[config.mk]
export PLATFORM = sky130hd
export DESIGN_NAME = instr_fetch_queue
export DESIGN_NICKNAME = d
export VERILOG_FILES = /design/src/rtl/instr_fetch_queue.sv
export SDC_FILE = /design/constraint.sdc
export NUM_CORES = 1
export LEC_CHECK = 0
export CAP_MARGIN = 5
export CORE_UTILIZATION = 52
export CTS_CLUSTER_DIAMETER = 80
export DETAILED_ROUTE_END_ITERATION = 7
export MAX_ROUTING_LAYER = met4
export PLACE_DENSITY = 0.73
export REMOVE_ABC_BUFFERS = 1
export SYNTH_ARGS = -nofsm -noshare
export SYNTH_HDL_FRONTEND = slang
export SYNTH_SLANG_ARGS = --single-unit
[constraint.sdc]
create_clock -name clk -period 3.35 [get_ports clk]
set_clock_uncertainty 0.05 [all_clocks]
set_input_delay 0.67 -clock clk [delete_from_list [all_inputs] [get_ports clk]]
set_output_delay 0.67 -clock clk [all_outputs]
set_load 0.02 [all_outputs]
[src/rtl/instr_fetch_queue.sv]
// Instruction fetch queue: drives the serial program memory address, captures
// completed words, and buffers {pc, instr} pairs for the decoder. A memory read
// starts only on an address change and cannot be aborted, so redirects that land
// mid-read are parked in pend_pc until the in-flight completion arrives.
module instr_fetch_queue #(
    parameter int          DEPTH    = 4,
    parameter logic [15:0] RESET_PC = 16'h0000
) (
    input  logic        clk,
    input  logic        rst,
    output logic [15:0] mem_addr,
    input  logic [15:0] mem_instr,
    input  logic        mem_ready,
    input  logic        redirect_valid,
    input  logic [15:0] redirect_pc,
    output logic        out_valid,
    output logic [15:0] out_pc,
    output logic [15:0] out_instr,
    input  logic        out_ready
);
    localparam int CW = $clog2(DEPTH + 1);
    localparam int IW = (DEPTH > 1) ? $clog2(DEPTH) : 1;

    typedef enum logic [1:0] {
        ST_WAIT,        // read in flight for mem_addr_reg
        ST_FULL,        // memory idle, queue full, mem_addr_reg = last completed address
        ST_FLUSH_WAIT   // redirect pending behind an unabortable read
    } state_t;

    state_t        state_reg;
    logic [15:0]   mem_addr_reg;
    logic [15:0]   pend_pc_reg;
    logic [15:0]   last_word_reg;
    logic          last_valid_reg;
    logic [CW-1:0] count_reg;
    logic [15:0]   q_pc_reg    [DEPTH];
    logic [15:0]   q_instr_reg [DEPTH];

    logic          pop;
    logic [CW-1:0] pop_ext;
    logic [CW-1:0] wr_idx;
    logic [CW-1:0] cnt_push;
    logic [15:0]   target;
    logic          redirect_now;
    logic          replay;
    logic          normal_push;
    logic          q_push;
    logic          q_shift;
    logic [IW-1:0] push_slot;
    logic [15:0]   q_push_pc;
    logic [15:0]   q_push_instr;

    assign pop      = (count_reg != '0) && out_ready;
    assign pop_ext  = {{(CW-1){1'b0}}, pop};
    // Slot a push lands in once any same-cycle pop has shifted the queue down
    assign wr_idx   = count_reg - pop_ext;
    assign cnt_push = wr_idx + CW'(1);
    assign target   = redirect_pc & 16'hFFFE;

    // Redirects that can be acted on now: the memory is idle or completes this cycle
    assign redirect_now = redirect_valid && (mem_ready || state_reg == ST_FULL);
    // Target equals the address already presented: memory will not re-read, so
    // re-insert the word it last returned
    assign replay       = redirect_now && (target == mem_addr_reg) &&
                          (mem_ready || last_valid_reg);
    assign normal_push  = !redirect_valid && mem_ready &&
                          (state_reg == ST_WAIT ||
                           (state_reg == ST_FLUSH_WAIT && pend_pc_reg == mem_addr_reg));

    assign q_push       = replay || normal_push;
    assign q_shift      = pop && !redirect_valid;
    assign push_slot    = replay ? '0 : wr_idx[IW-1:0];
    assign q_push_pc    = replay ? target : mem_addr_reg;
    assign q_push_instr = (replay && !mem_ready) ? last_word_reg : mem_instr;

    assign mem_addr  = mem_addr_reg;
    assign out_valid = (count_reg != '0);
    assign out_pc    = q_pc_reg[0];
    assign out_instr = q_instr_reg[0];

    // Fetch control: address sequencing, occupancy, redirect handling
    always_ff @(posedge clk) begin
        if (rst) begin
            state_reg      <= ST_WAIT;
            mem_addr_reg   <= RESET_PC;
            pend_pc_reg    <= '0;
            last_word_reg  <= '0;
            last_valid_reg <= 1'b0;
            count_reg      <= '0;
        end else begin
            if (mem_ready) begin
                last_word_reg  <= mem_instr;
                last_valid_reg <= 1'b1;
            end
            if (redirect_now) begin
                state_reg <= ST_WAIT;
                if (replay) begin
                    count_reg    <= CW'(1);
                    mem_addr_reg <= target + 16'd2;
                end else begin
                    count_reg    <= '0;
                    mem_addr_reg <= target;
                end
            end else if (redirect_valid) begin
                // Read still in flight: hold the address, remember the latest target
                count_reg   <= '0;
                pend_pc_reg <= target;
                state_reg   <= ST_FLUSH_WAIT;
            end else begin
                case (state_reg)
                    ST_WAIT: begin
                        if (mem_ready) begin
                            count_reg <= cnt_push;
                            if (cnt_push < CW'(DEPTH)) begin
                                mem_addr_reg <= mem_addr_reg + 16'd2;
                            end else begin
                                state_reg <= ST_FULL;
                            end
                        end else begin
                            count_reg <= count_reg - pop_ext;
                        end
                    end
                    ST_FULL: begin
                        count_reg <= count_reg - pop_ext;
                        if (pop) begin
                            mem_addr_reg <= mem_addr_reg + 16'd2;
                            state_reg    <= ST_WAIT;
                        end
                    end
                    ST_FLUSH_WAIT: begin
                        if (mem_ready) begin
                            state_reg <= ST_WAIT;
                            if (pend_pc_reg != mem_addr_reg) begin
                                mem_addr_reg <= pend_pc_reg;
                            end else begin
                                count_reg    <= CW'(1);
                                mem_addr_reg <= pend_pc_reg + 16'd2;
                            end
                        end
                    end
                    default: state_reg <= ST_WAIT;
                endcase
            end
        end
    end

    // Queue storage: entry 0 is the head; pops shift down, pushes land after the shift
    always_ff @(posedge clk) begin
        if (rst) begin
            for (int i = 0; i < DEPTH; i++) begin
                q_pc_reg[i]    <= '0;
                q_instr_reg[i] <= '0;
            end
        end else begin
            if (q_shift) begin
                for (int i = 0; i < DEPTH - 1; i++) begin
                    q_pc_reg[i]    <= q_pc_reg[i+1];
                    q_instr_reg[i] <= q_instr_reg[i+1];
                end
            end
            if (q_push) begin
                q_pc_reg[push_slot]    <= q_push_pc;
                q_instr_reg[push_slot] <= q_push_instr;
            end
        end
    end
endmodule

==> implementation parameters <==
Parameter                              Value

Routing
  Detailed-router iteration count before antenna repair ... 5
  DRT iter0 DRCs ... approximately 500
  Drc violations ... 0
  Average via count per standard cell ... approximately 5.7
  WL final ... approximately 21 mm
  Antenna-violating nets left ... 0
  Overall via count from detail_route ... 7233
  Wirelength per Cell ... 16.80 um

Power and ir drop
  Cell area power density ... 510.4 nW/um2
  Lkg Pwr ... 4.181 nW
  Maximum vdd drop ... 382.7 uV

Cells and area
  Post-layout nets ... 1074
  Count of placed standard cells in the final layout, fillers left out ... between 1k and 1.5k
  Fraction of layout instances using a drive strength above 1 ... 14.60%
  Ant diodes ... 0
  Area growth from synthesis to layout ... 25.27%
  Final standard cell utilization of the core ... 67.47%

Synth
  Synthesized cell area ... around 9000 um2
  Cell types with the largest area share after synthesis ... sky130_fd_sc_hd__edfxtp_1, sky130_fd_sc_hd__dfxtp_1, sky130_fd_sc_hd__nand3_1
  Post-synth top area share ... 42.58%
  Post-synthesis sequential area ratio ... 54.11%
  EDFF count, synth ... 128
  Yosys synthesis warning count ... 0
  FFs w/ async S/R, synth ... 0%
  Post-synthesis cell type with the largest combined area ... sky130_fd_sc_hd__edfxtp_1
  FF+latch count, synth ... 180
  Dominant synthesized flop cell ... sky130_fd_sc_hd__edfxtp_1
  Cells after Synth ... 904
  Avg Cell Area, Syn ... 9.986 um2
  Number of distinct library cell variants in the gate-level netlist after synthesis ... 60

Clocking
  Worst-Skew Late Latency ... 0.43 ns
  CTS tree ... done
  Clock tree root buffer cell ... sky130_fd_sc_hd__clkbuf_16
  Inserted Clock Buffers ... 17
  Worst-path clk slew ... roughly 0.06 ns
  Deepest clock path buffer count ... 2
  Number of buffers added to fix hold violations after cts ... 0
  Number of clock sinks ... 180
  Level count of the clock H-tree ... 4

Status
  Outcome ... finished clean

GRT
  GR Layer Usage met1 ... 30.40%
  Overflow after GRT ... 0
  Wire length of the first global-routing pass ... 34.18 mm
  Layer carrying the most global-route usage ... met2
  GR Util met3 ... 4.033%
  Global routing usage summed across all routing layers ... 25.31%
  Vias in the first global route ... 6850
  Maximum number of pins on one net before global-route repair ... 64
  Antenna violations before repair ... 0
  Met2 capacity usage during global routing ... about 42%

Flow run
  Number of maximum-capacitance violations ... 0

Worst setup path
  Crit path max-delay family ... simple AND/OR/NAND/NOR gates
  Launching element type of the critical path ... flop
  Critical Path, Cell by Cell ... or3_4, nand2_2, inv_1, ha_1, ha_4, inv_2, ha_2, xnor3_2, o2111ai_4, or3_4, nor2_2, buf_4, a21oi_1, o22ai_1, a211oi_1
  Crit path largest cell delay ... 0.44 ns
  Highest fanout seen on the critical path ... 5
  Category of the most critical setup path ... reg2reg
  Number of buffer and inverter instances along the worst setup path ... 3
  Required time of the worst setup path ... approximately 3.6 ns
  Reg2reg setup slack ... between 0.1 and 0.15 ns
  Endpoint type of the worst setup path ... flop
  Cell repeated most along the worst path ... sky130_fd_sc_hd__or3_4
  Max stage delay cell, worst path ... sky130_fd_sc_hd__or3_4
  Arrival time at the worst endpoint ... about 3.5 ns

Place
  DP Wirelength ... 14.53 mm
  IO Port Bufs ... 83
  Cell count after placement ... 1225
  RePlAce Congestion ... 0.9534

Timing
  Count of final hold-check violations ... 0
  Unrepaired setup endpoints after global routing ... no
  Top achievable clock speed ... between 300 and 400 MHz
  Actual slew at the worst max-slew pin ... between 0.6 and 0.7 ns
  Portion of the clock cycle consumed by the worst path in the final layout ... between 90% and 100%
  Count of final max-slew check failures ... 0
  Setup Viol. Count Final ... 0
  Max-slew headroom at the worst pin ... 57.16%
  Final Critical Period ... 3.212 ns

Floorplanning
  Floorplan row count ... 47
  Floorplan core area ... about 17000 um2
  Chip width ... between 100 and 150 um
  Starting density of the core ... 53.86%
  Die boundary height ... 133.8 um
  Num ports ... 86
  Total Die Area ... 17890 um2

Min path
  Type of the tightest min-delay check ... reg2reg
-- cell families after synthesis --
family / Yosys count / share of synthesized area, %
other: 1 / 0.04154
XOR/XNOR: 59 / 5.877
adder cells (fa/ha/maj): 9 / 1.247
buffers and inverters: 105 / 5.239
flip-flops: 180 / 54.11
AND/OR/NAND/NOR: 328 / 17.51
multiplexers: 35 / 3.895
AO/OA/AOI/OAI: 187 / 12.09
-- where the power goes --
group / leakage (nW) / switching, mW / internal, mW
clock network: 0.296 / 0.852 / 1.17
logic: 2.12 / 0.598 / 0.476
registers: 1.76 / 0.103 / 2.57
-- cells in the final DEF, fill, tap and decap left out, drive strengths merged, types with 20 or more instances in the layout --
| master | Yosys | layout |
|---|---|---|
| o21ai | 106 | 106 |
| mux2i | 34 | 34 |
| nand3 | 113 | 113 |
| buf | 30 | 94 |
| clkbuf | 41 | 20 |
| a21oi | 34 | 34 |
| edfxtp | 128 | 128 |
| clkdlybuf4s50 | 0 | 81 |
| nand2 | 65 | 65 |
| inv | 34 | 38 |
| xor2 | 39 | 39 |
| nor3 | 21 | 21 |
| dfxtp | 52 | 52 |
| nor2 | 76 | 76 |
-- cell usage after synthesis (3+ instances only) --
master,instances
sky130_fd_sc_hd__buf_1,11
sky130_fd_sc_hd__nor4_2,3
sky130_fd_sc_hd__o21ai_0,53
sky130_fd_sc_hd__nand2_1,65
sky130_fd_sc_hd__ha_1,9
sky130_fd_sc_hd__o211a_1,3
sky130_fd_sc_hd__a211oi_1,5
sky130_fd_sc_hd__nor3_1,21
sky130_fd_sc_hd__nand3_1,113
sky130_fd_sc_hd__o21ai_1,53
sky130_fd_sc_hd__dfxtp_1,52
sky130_fd_sc_hd__buf_6,8
sky130_fd_sc_hd__edfxtp_1,128
sky130_fd_sc_hd__or3_1,8
sky130_fd_sc_hd__clkbuf_1,41
sky130_fd_sc_hd__a31oi_1,4
sky130_fd_sc_hd__inv_1,34
sky130_fd_sc_hd__xnor2_1,19
sky130_fd_sc_hd__a21oi_1,34
sky130_fd_sc_hd__o21a_1,5
sky130_fd_sc_hd__nor4_1,13
sky130_fd_sc_hd__and3_1,8
sky130_fd_sc_hd__mux2i_1,34
sky130_fd_sc_hd__nor2_1,75
sky130_fd_sc_hd__buf_2,9
sky130_fd_sc_hd__xor2_1,39
sky130_fd_sc_hd__nand4_1,10
-- timing repair --
action                     4_1_cts  5_1_grt
setup buffers                    0        3
setup endpoints to repair        0       12
resized for setup                0       23
-- final cells by class --
cell class,count,area [um2]
Clock buffer,20,466.7
Sequential cell,180,4886
Clock inverter,12,143.9
Fill cell,1345,5451
Inverter,34,127.6
Tap cell,220,275.3
Timing Repair Buffer,175,1649
Multi-Input combinational cell,620,3760
-- per-layer routing --
| layer | vias up | routed length [um] |
|---|---|---|
| li1 | 3524 | - |
| met1 | 3405 | 8785 |
| met2 | 259 | 10590 |
| met3 | 45 | 1267 |
| met4 | 0 | 541 |
| met5 | - | 0 |
-- worst register-to-register path, delay by kind of cell, from the launching register on --
family,cells,cell delay (ns)
flops,1,0.31
simple gates,4,1.07
buf+inv,3,0.25
compound gates,4,0.45
xor+xnor,1,0.26
fa+ha+maj,3,0.66
-- final timing paths --
kind	cells past startpoint	from	end
max reg2reg	15	count_reg[2]$_SDFFE_PP0P_	mem_addr[8]$_SDFFE_PP0P_
max	15	count_reg[2]$_SDFFE_PP0P_	mem_addr[8]$_SDFFE_PP0P_
min reg2reg	2	last_valid_reg$_SDFFE_PP0P_	last_valid_reg$_SDFFE_PP0P_
min	2	last_valid_reg$_SDFFE_PP0P_	last_valid_reg$_SDFFE_PP0P_
-- through the flow --
| step | cell area, um2 | worst slack (ns) | TNS (ns) | hold WS, ns | power, mW |
|---|---|---|---|---|---|
| 4_1_cts | 11210 | 0.03993 | 0 | 0.4390 | 5.749 |
| 2_1_floorplan | 8686 | -1.072 | -187.40 | 0.3716 | 3.234 |
| 3_5_place_dp | 10600 | -0.3161 | -8.752 | 0.4222 | 3.740 |
| 6_report | 11310 | 0.1379 | 0 | 0.4425 | 5.772 |
| 3_3_place_gp | 10600 | -0.2326 | -6.606 | 0.4196 | 3.721 |
| 5_1_grt | 11310 | 0.009202 | 0 | 0.4716 | 5.990 |
No activity file was read; power rests on OpenSTA's default activity.
